File: config.mk
export PLATFORM = sky130hd
export DESIGN_NAME = qam_symbol_scheduler
export DESIGN_NICKNAME = d
export VERILOG_FILES = /design/src/rtl/qam_symbol_scheduler.sv
export SDC_FILE = /design/constraint.sdc
export NUM_CORES = 1
export LEC_CHECK = 0
export BUFFER_PORTS_ARGS = -buffer_cell sky130_fd_sc_hd__buf_2
export CORE_MARGIN = 1.5
export CORE_UTILIZATION = 55
export CTS_BUF_LIST = sky130_fd_sc_hd__clkbuf_8
export CTS_CLUSTER_SIZE = 8
export DETAILED_ROUTE_END_ITERATION = 10
export PLACE_DENSITY_LB_ADDON = 0.2
export SYNTH_ARGS = -nofsm -noshare
export SYNTH_HDL_FRONTEND = slang
export SYNTH_SLANG_ARGS = --single-unit
File: constraint.sdc
create_clock -name clk -period 2.3 [get_ports clk]
set_input_delay 0.115 -clock clk [delete_from_list [all_inputs] [get_ports clk]]
set_output_delay 0.115 -clock clk [all_outputs]
set_load 0.01 [all_outputs]
File: src/rtl/qam_symbol_scheduler.sv
// Packs a serial bit stream into 2-bit (QPSK) or 4-bit (16QAM) symbol words and
// releases one word per symbol period to the constellation mapper.
module qam_symbol_scheduler #(
    parameter int SYM_DIV = 8,
    parameter int CNT_W   = 16
) (
    input  logic             clk,
    input  logic             rst_n,
    input  logic             enable,
    input  logic             mod_type,
    input  logic             bit_in,
    input  logic             bit_valid,
    output logic             bit_ready,
    output logic [3:0]       parallel_out,
    output logic             sym_valid,
    output logic             underflow,
    output logic [CNT_W-1:0] sym_count
);

    localparam int DIV_W = (SYM_DIV > 1) ? $clog2(SYM_DIV) : 1;

    typedef enum logic [1:0] {IDLE, COLLECT, FULL} state_t;

    state_t           state_q, state_d;
    logic [DIV_W-1:0] div_cnt_q, div_cnt_d;
    logic [2:0]       bit_cnt_q, bit_cnt_d;
    logic [3:0]       word_q, word_d;
    logic [3:0]       out_q, out_d;
    logic             mode_q, mode_d;
    logic             sym_valid_q, sym_valid_d;
    logic             underflow_q, underflow_d;
    logic [CNT_W-1:0] cnt_q, cnt_d;

    logic       tick;
    logic       accept;
    logic       mode_eff;
    logic [2:0] need;

    assign tick      = enable && (div_cnt_q == DIV_W'(SYM_DIV - 1));
    assign bit_ready = enable && (state_q == COLLECT);
    assign accept    = bit_valid && bit_ready;
    // The first bit of a symbol uses the live mod_type; later bits use the latched one.
    assign mode_eff  = (bit_cnt_q == 3'd0) ? mod_type : mode_q;
    assign need      = mode_eff ? 3'd4 : 3'd2;

    assign parallel_out = out_q;
    assign sym_valid    = sym_valid_q;
    assign underflow    = underflow_q;
    assign sym_count    = cnt_q;

    always_comb begin
        state_d     = state_q;
        div_cnt_d   = div_cnt_q;
        bit_cnt_d   = bit_cnt_q;
        word_d      = word_q;
        out_d       = out_q;
        mode_d      = mode_q;
        cnt_d       = cnt_q;
        sym_valid_d = 1'b0;
        underflow_d = 1'b0;

        if (!enable) begin
            div_cnt_d = '0;
        end else if (tick) begin
            div_cnt_d = '0;
        end else begin
            div_cnt_d = div_cnt_q + DIV_W'(1);
        end

        if (!enable) begin
            state_d   = IDLE;
            bit_cnt_d = 3'd0;
            word_d    = 4'd0;
        end else begin
            case (state_q)
                IDLE: state_d = COLLECT;
                COLLECT: begin
                    if (accept) begin
                        if (bit_cnt_q == 3'd0) begin
                            mode_d = mod_type;
                            word_d = {bit_in, 3'b000};
                        end else begin
                            word_d[2'(3 - bit_cnt_q)] = bit_in;
                        end
                        bit_cnt_d = bit_cnt_q + 3'd1;
                        if (bit_cnt_q + 3'd1 == need) state_d = FULL;
                    end
                    // A word completing on the tick cycle still counts as late.
                    if (tick) underflow_d = 1'b1;
                end
                FULL: begin
                    if (tick) begin
                        out_d       = word_q;
                        sym_valid_d = 1'b1;
                        cnt_d       = cnt_q + CNT_W'(1);
                        state_d     = COLLECT;
                        bit_cnt_d   = 3'd0;
                        word_d      = 4'd0;
                    end
                end
                default: state_d = IDLE;
            endcase
        end
    end

    always_ff @(posedge clk or negedge rst_n) begin
        if (!rst_n) begin
            state_q     <= IDLE;
            div_cnt_q   <= '0;
            bit_cnt_q   <= 3'd0;
            word_q      <= 4'd0;
            out_q       <= 4'd0;
            mode_q      <= 1'b0;
            cnt_q       <= '0;
            sym_valid_q <= 1'b0;
            underflow_q <= 1'b0;
        end else begin
            state_q     <= state_d;
            div_cnt_q   <= div_cnt_d;
            bit_cnt_q   <= bit_cnt_d;
            word_q      <= word_d;
            out_q       <= out_d;
            mode_q      <= mode_d;
            cnt_q       <= cnt_d;
            sym_valid_q <= sym_valid_d;
            underflow_q <= underflow_d;
        end
    end

endmodule
==> summary.txt, run 1 <==
Timing
  – Clk_skew: 3.461 ps
  – Total negative slack: 0 ps
  – Final Setup Violations: 0
  – Hold Vio Cnt, Final: 0
  – RSZ-0062 raised after global routing: false
  – Relative slew slack: 0.5113
  – Min setup slack post-route: 340.3 ps
  – Fin crit period: 1960 ps
  – Max-slew violations: 0
  – Worst slew pin tran: 733.1 ps
  – Period utilization: 0.8520
  – Peak Freq: 510.3 MHz

Power
  – Pwr Density: 590.0 nW/um2
  – Worst vdd ir: 0.0004045 V
  – Total power: 1.122 mW
  – Leak: 1.026 nW

Yosys
  – Flops & latches, synth: 35
  – Yosys warnings: 0
  – Post-synth EDFFs: 0
  – Synthesized cell area: 1643 um2
  – Yosys cell types: 32
  – Top_reg_cell synth: dfrtp_1
  – Cells after synthesis: 149
  – Fraction of registers with async set/reset: 1.000
  – Register area share after synthesis: 0.5331
  – Syn_nets: 162
  – Mean post-synth cell area: 11.03 um2

Cells and area
  – Syn-to-layout area delta: 15.77%
  – Layout cell share with drive strength beyond 1: 0.2174
  – Final core utilization: 0.6780
  – Most common cell after layout, fill and taps aside: dfrtp_1
  – Non-Filler Instances: 215
  – Commonest cells after routing, fill and taps aside: dfrtp_1, buf_2, nand2_1
  – Antenna Cells: 0
  – Nets: 196
  – Layout fillers: 216

Routing
  – Final wirelength: 2915 um
  – Post-route ant nets: 0
  – Via/cell ratio: 5.763
  – First-pass DRT Iterations: 7
  – Vias: 1239
  – Wire per inst: 13.56 um
  – DRC: 6
  – DRT iter0 DRCs: 59

Floorplan
  – Die area: 3324 um2
  – Initial core utilization: 0.5856
  – Rows: 19
  – IO Pins: 29
  – DIE WIDTH: 57.66 um
  – Core ar.: 2805 um2
  – Die H: 57.66 um

Place
  – Dpl ws: 355.1 ps
  – Hpwl dp: 2043 um
  – Port Buffers: 28
  – Final Wtd Congestion: 0.8396
  – Placed cells: 206

Clock tree
  – CTS buffer count: 5
  – H-tree depth: 2
  – CTS sink cnt: 35
  – Reg clk slew, reported paths: 60 ps
  – Worst-skew pair later-pin latency: 280 ps
  – Clock Tree Buf Depth: 2
  – PostCTS Resize Cnt: 0
  – CTS tree: built
  – Clock root cell: clkbuf_8
  – Post-CTS setup buffers: 0

Global routing
  – Initial antenna violation count: 0
  – Vias in the first global route: 1094
  – First-pass GRT wire length: 4733 um
  – Largest net degree at the start of global routing: 36
  – Tot GR Track Use: 0.1902
  – Total grt overflow: 0

Critical path
  – WP data required: 2470 ps
  – CP max FO: 6
  – Worst r2r path cells: 6
  – Worst setup SP type: flop
  – Worst EP arrival: 2130 ps
  – CP Class: flop to flop
  – Reg2reg end: state_q[0]$_DFFE_PN0P_
  – RR Startpoint: bit_cnt_q[0]$_DFFE_PN0P_
  – Beginning of the critical path: bit_cnt_q[0]$_DFFE_PN0P_
  – CP endpoint kind: flop
  – Setup slack, reg-to-reg: 340 ps
  – Crit path to: state_q[0]$_DFFE_PN0P_

Run
  – Max Cap Viol: 0

Outcome
  – Failing checks: DRC
  – Status: finished with violations

Hold path
  – Hold/Removal Path Class: input port to flop
## how the worst min path moves through the flow
| stage | from | end | slack [ps] | cells past startpoint |
|---|---|---|---|---|
| floorplan | rst_n | bit_cnt_q[0]$_DFFE_PN0P_ | -180 | 0 |
| global placement | rst_n | sym_count[10]$_DFFE_PN0P_ | 210 | 1 |
| detailed placement | rst_n | sym_count[13]$_DFFE_PN0P_ | 220 | 1 |
| CTS | mod_type | mode_q$_DFFE_PN0P_ | 80 | 2 |
| global route | mod_type | mode_q$_DFFE_PN0P_ | 80 | 2 |
| finish | mod_type | mode_q$_DFFE_PN0P_ | 90 | 2 |
## metrics by stage
step | hold slack, ps | area (um2)
after floorplan | -180.6 | 1643
after global placement | 212.8 | 1810
after detailed placement | 220.8 | 1810
after CTS | 75.97 | 1902
after global routing | 80.81 | 1902
final | 87.00 | 1902
## final cells by class
cell class,count,area (um2),area share
clock buffers,5,68.82,0.03618
flip-flops and latches,35,875.8,0.4605
repair buffers,29,150.1,0.07895
inverters,5,21.27,0.01118
well taps,31,38.79,0.02039
multi-input cells,107,734.5,0.3862
clock inverters,3,12.51,0.006579
## critical path, cell delays in order, from the launching register on
cell,delay [ps]
dfrtp_1,440
inv_1,90
ha_1,350
or3b_2,490
a31oi_1,210
o21ai_0,110
and3_1,170
## cell usage after synthesis, types with 2 or more instances
library cell	count	area, um2
dfrtp_1	35	875.8
nand2_1	22	82.58
xnor2_1	13	113.9
o21ai_0	10	50.05
nand3_1	9	45.04
ha_1	7	87.58
and3_1	5	31.28
and2_1	4	25.02
and4_1	4	35.03
inv_1	4	15.01
nand2b_1	4	25.02
nand4_1	4	25.02
a22o_1	3	26.28
nand3b_1	3	22.52
mux2i_1	2	20.02
nor2_1	2	7.510
nor3b_1	2	15.01
xor2_1	2	17.52
## power by group
part	internal (mW)	switching, mW	leakage [nW]
Clock	0.203	0.202	0.0505
Sequential	0.629	0.0112	0.481
Combinational	0.0334	0.0428	0.495
Total	0.866	0.256	1.03
## sequential cells by signal, indices dropped and copies added, names as in the netlist
signal / count
word_q: 4
bit_cnt_q: 3
parallel_out: 4
underflow: 1
div_cnt_q: 3
mode_q: 1
sym_valid: 1
sym_count: 16
state_q: 2
## cells by family (layout without fill, tap and decap cells)
logic type | after synthesis | after routing | share of synthesized area
AOI/OAI and AO/OA | 17 | 17 | 0.06475
DFF | 35 | 35 | 0.5331
muxes | 3 | 3 | 0.01904
and+or+nand+nor | 65 | 65 | 0.2300
adders and majority gates | 7 | 7 | 0.05331
buffers and inverters | 7 | 42 | 0.01980
xor gates and xnor gates | 15 | 15 | 0.07997
## routing by layer
layer	track usage	routed length (um)	vias up
met5	0	0	-
met4	0.09967	44	0
met3	0.06027	178	7
met2	0.3149	1417	45
met1	0.2211	1274	601
li1	-	-	586
## what timing repair did
item / 4_1_cts / 5_1_grt
endpoints found under the hold margin: 35 / 0
hold buffers: 1 / 0
setup endpoints to repair: 0 / 0
Note: power is estimated with default switching activity, not from simulation.
==> inputs of run 2 (changes only) <==
--- a/config.mk
+++ b/config.mk
@@ -11,6 +11,7 @@
 export CTS_BUF_LIST = sky130_fd_sc_hd__clkbuf_8
 export CTS_CLUSTER_SIZE = 8
 export DETAILED_ROUTE_END_ITERATION = 10
+export GPL_TIMING_DRIVEN = 0
 export PLACE_DENSITY_LB_ADDON = 0.2
 export SYNTH_ARGS = -nofsm -noshare
 export SYNTH_HDL_FRONTEND = slang
==> run 2 against run 1 <==
Compared with the run above:
- the flow still finishes with violations (DRC)
- wire length increased by 6.1%
- first-iteration DRC count fell by 32%
- final cell count rose by 0.93%
- sequential share of layout area fell by 0.72 points
- die area stayed put
- sequential cell count is the same
- highest routed layer unchanged
- combinational power rose by 2%
- total power is 6.5% higher
==> summary.txt, run 2 (same netlist as run 1, synthesis figures left out) <==
Hold path
  – Hold/Removal Path Class: input port to flop

Floorplan
  – Initial core utilization: 0.5856
  – DIE WIDTH: 57.66 um
  – Die area: 3324 um2
  – Core ar.: 2805 um2
  – Rows: 19
  – IO Pins: 29
  – Die H: 57.66 um

Power
  – Gate power share: 0.065
  – Clock power share: 0.398
  – Sw Ratio: 0.2201
  – Leak: 1.037 nW
  – Pwr Density: 618.4 nW/um2
  – Worst vdd ir: 0.0003697 V
  – Internal power: 0.9317 mW
  – Reg power frac: 0.536
  – NetSw: 0.2629 mW

Timing
  – Peak Freq: 496.0 MHz
  – Hold Vio Cnt, Final: 0
  – RSZ-0062 raised after global routing: false
  – Max-slew violations: 0
  – Worst slew pin tran: 748.7 ps
  – Period utilization: 0.8765
  – Total negative slack: 0 ps
  – Fin crit period: 2016 ps
  – Final Setup Violations: 0
  – Hold_ws: 81.24 ps
  – Relative slew slack: 0.5009
  – Clk_skew: 3.261 ps

Routing
  – DRT iter0 DRCs: 40
  – Post-route ant nets: 0
  – First-pass DRT Iterations: 7
  – Vias: 1239
  – Wire per inst: 14.26 um
  – Final wirelength: 3094 um
  – DRC: 6
  – Via/cell ratio: 5.710

Cells and area
  – Most common cell after layout, fill and taps aside: dfrtp_1
  – Antenna Cells: 0
  – Syn-to-layout area delta: 17.59%
  – Nets: 198
  – Commonest cells after routing, fill and taps aside: dfrtp_1, buf_2, nand2_1
  – Max FFs per register: 16
  – Layout cell share with drive strength beyond 1: 0.2258

Clock tree
  – CTS buffer count: 5
  – CTS tree: built
  – Worst-skew pair later-pin latency: 280 ps
  – Post-CTS setup buffers: 0
  – CTS sink cnt: 35
  – Clock Tree Buf Depth: 2
  – Clock root cell: clkbuf_8
  – Reg clk slew, reported paths: 70 ps
  – H-tree depth: 2

Global routing
  – Total grt overflow: 0
  – Tot GR Track Use: 0.2111
  – Vias in the first global route: 1177
  – Initial antenna violation count: 0
  – Largest net degree at the start of global routing: 36
  – First-pass GRT wire length: 5202 um

Critical path
  – Worst setup SP type: flop
  – CP Class: flop to flop
  – Worst EP arrival: 2190 ps
  – WP data required: 2480 ps
  – CP max FO: 6
  – CP endpoint kind: flop

Place
  – Final Wtd Congestion: 0.7787
  – Port Buffers: 28
  – Hpwl dp: 2244 um

Run
  – Max Cap Viol: 0

Outcome
  – Status: finished with violations
  – Failing checks: DRC
[run 2: changes by cell type in the layout (fill, tap and decap cells not counted), sizes merged]
cell / delta
clkinv: -1
clkbuf: +3
inv: -1
buf: +1
[run 2: power groups by stage]
| stage | registers (mW) | logic (mW) | clock network, mW |
|---|---|---|---|
| after floorplan | 0.649 | 0.0482 | 0 |
| after global placement | 0.651 | 0.0738 | 0 |
| after detailed placement | 0.652 | 0.0779 | 0 |
| after CTS | 0.641 | 0.0796 | 0.494 |
| after global routing | 0.642 | 0.0878 | 0.508 |
| final | 0.641 | 0.0778 | 0.476 |
[run 2: per-stage QoR]
stage               std cells  instance area (um2)  setup slack, ps  power [mW]    util
global route              217                 1932            138.5       1.238  0.6887
detailed placement        208                 1822            276.7      0.7303  0.6494
CTS                       217                 1932            262.5       1.214  0.6887
global placement          208                 1822            380.2      0.7249  0.6494
floorplan                 149                 1643            498.7      0.6972       -
finish                    217                 1932            284.0       1.195  0.6887
[run 2: critical path, stage by stage (launching register included)]
cell and delay [ps]:
dfrtp_1 440, inv_1 90, ha_1 360, or3b_2 480, a31oi_1 240, o21ai_0 130
and3_1 170
[run 2: metal layers]
metal,vias up,routed length (um),global-route usage
met2,28,1607,0.3782
met1,614,1301,0.2372
met4,0,48,0.06977
met5,-,0,0
li1,592,-,-
met3,5,138,0.06696
[run 2: cell type report]
cell class              count  area (um2)
well taps                  31       38.79
flip-flops and latches     35       875.8
clock inverters             1       3.754
multi-input cells         107       734.5
clock buffers               7       96.34
plain buffers               2       11.26
inverters                   5       21.27
repair buffers             29       150.1
fillers                   229       873.3
[run 2: repair_timing]
action | in CTS | in global routing
hold buffers | 1 | 0
hold endpoints to repair | 35 | 0
resized for setup | 0 | 0
[run 2: path summary, 6_finish.rpt]
path | depth (start not counted) | slack, ps | end | from
max in group asynchronous | 2 | 1380 | sym_count[15]$_DFFE_PN0P_ | rst_n
max | 6 | 280 | state_q[0]$_DFFE_PN0P_ | bit_cnt_q[0]$_DFFE_PN0P_
max reg2reg | 6 | 280 | state_q[0]$_DFFE_PN0P_ | bit_cnt_q[0]$_DFFE_PN0P_
min | 2 | 80 | mode_q$_DFFE_PN0P_ | mod_type
min reg2reg | 1 | 450 | div_cnt_q[0]$_DFF_PN0_ | div_cnt_q[0]$_DFF_PN0_
min in group asynchronous | 2 | 450 | sym_count[10]$_DFFE_PN0P_ | rst_n
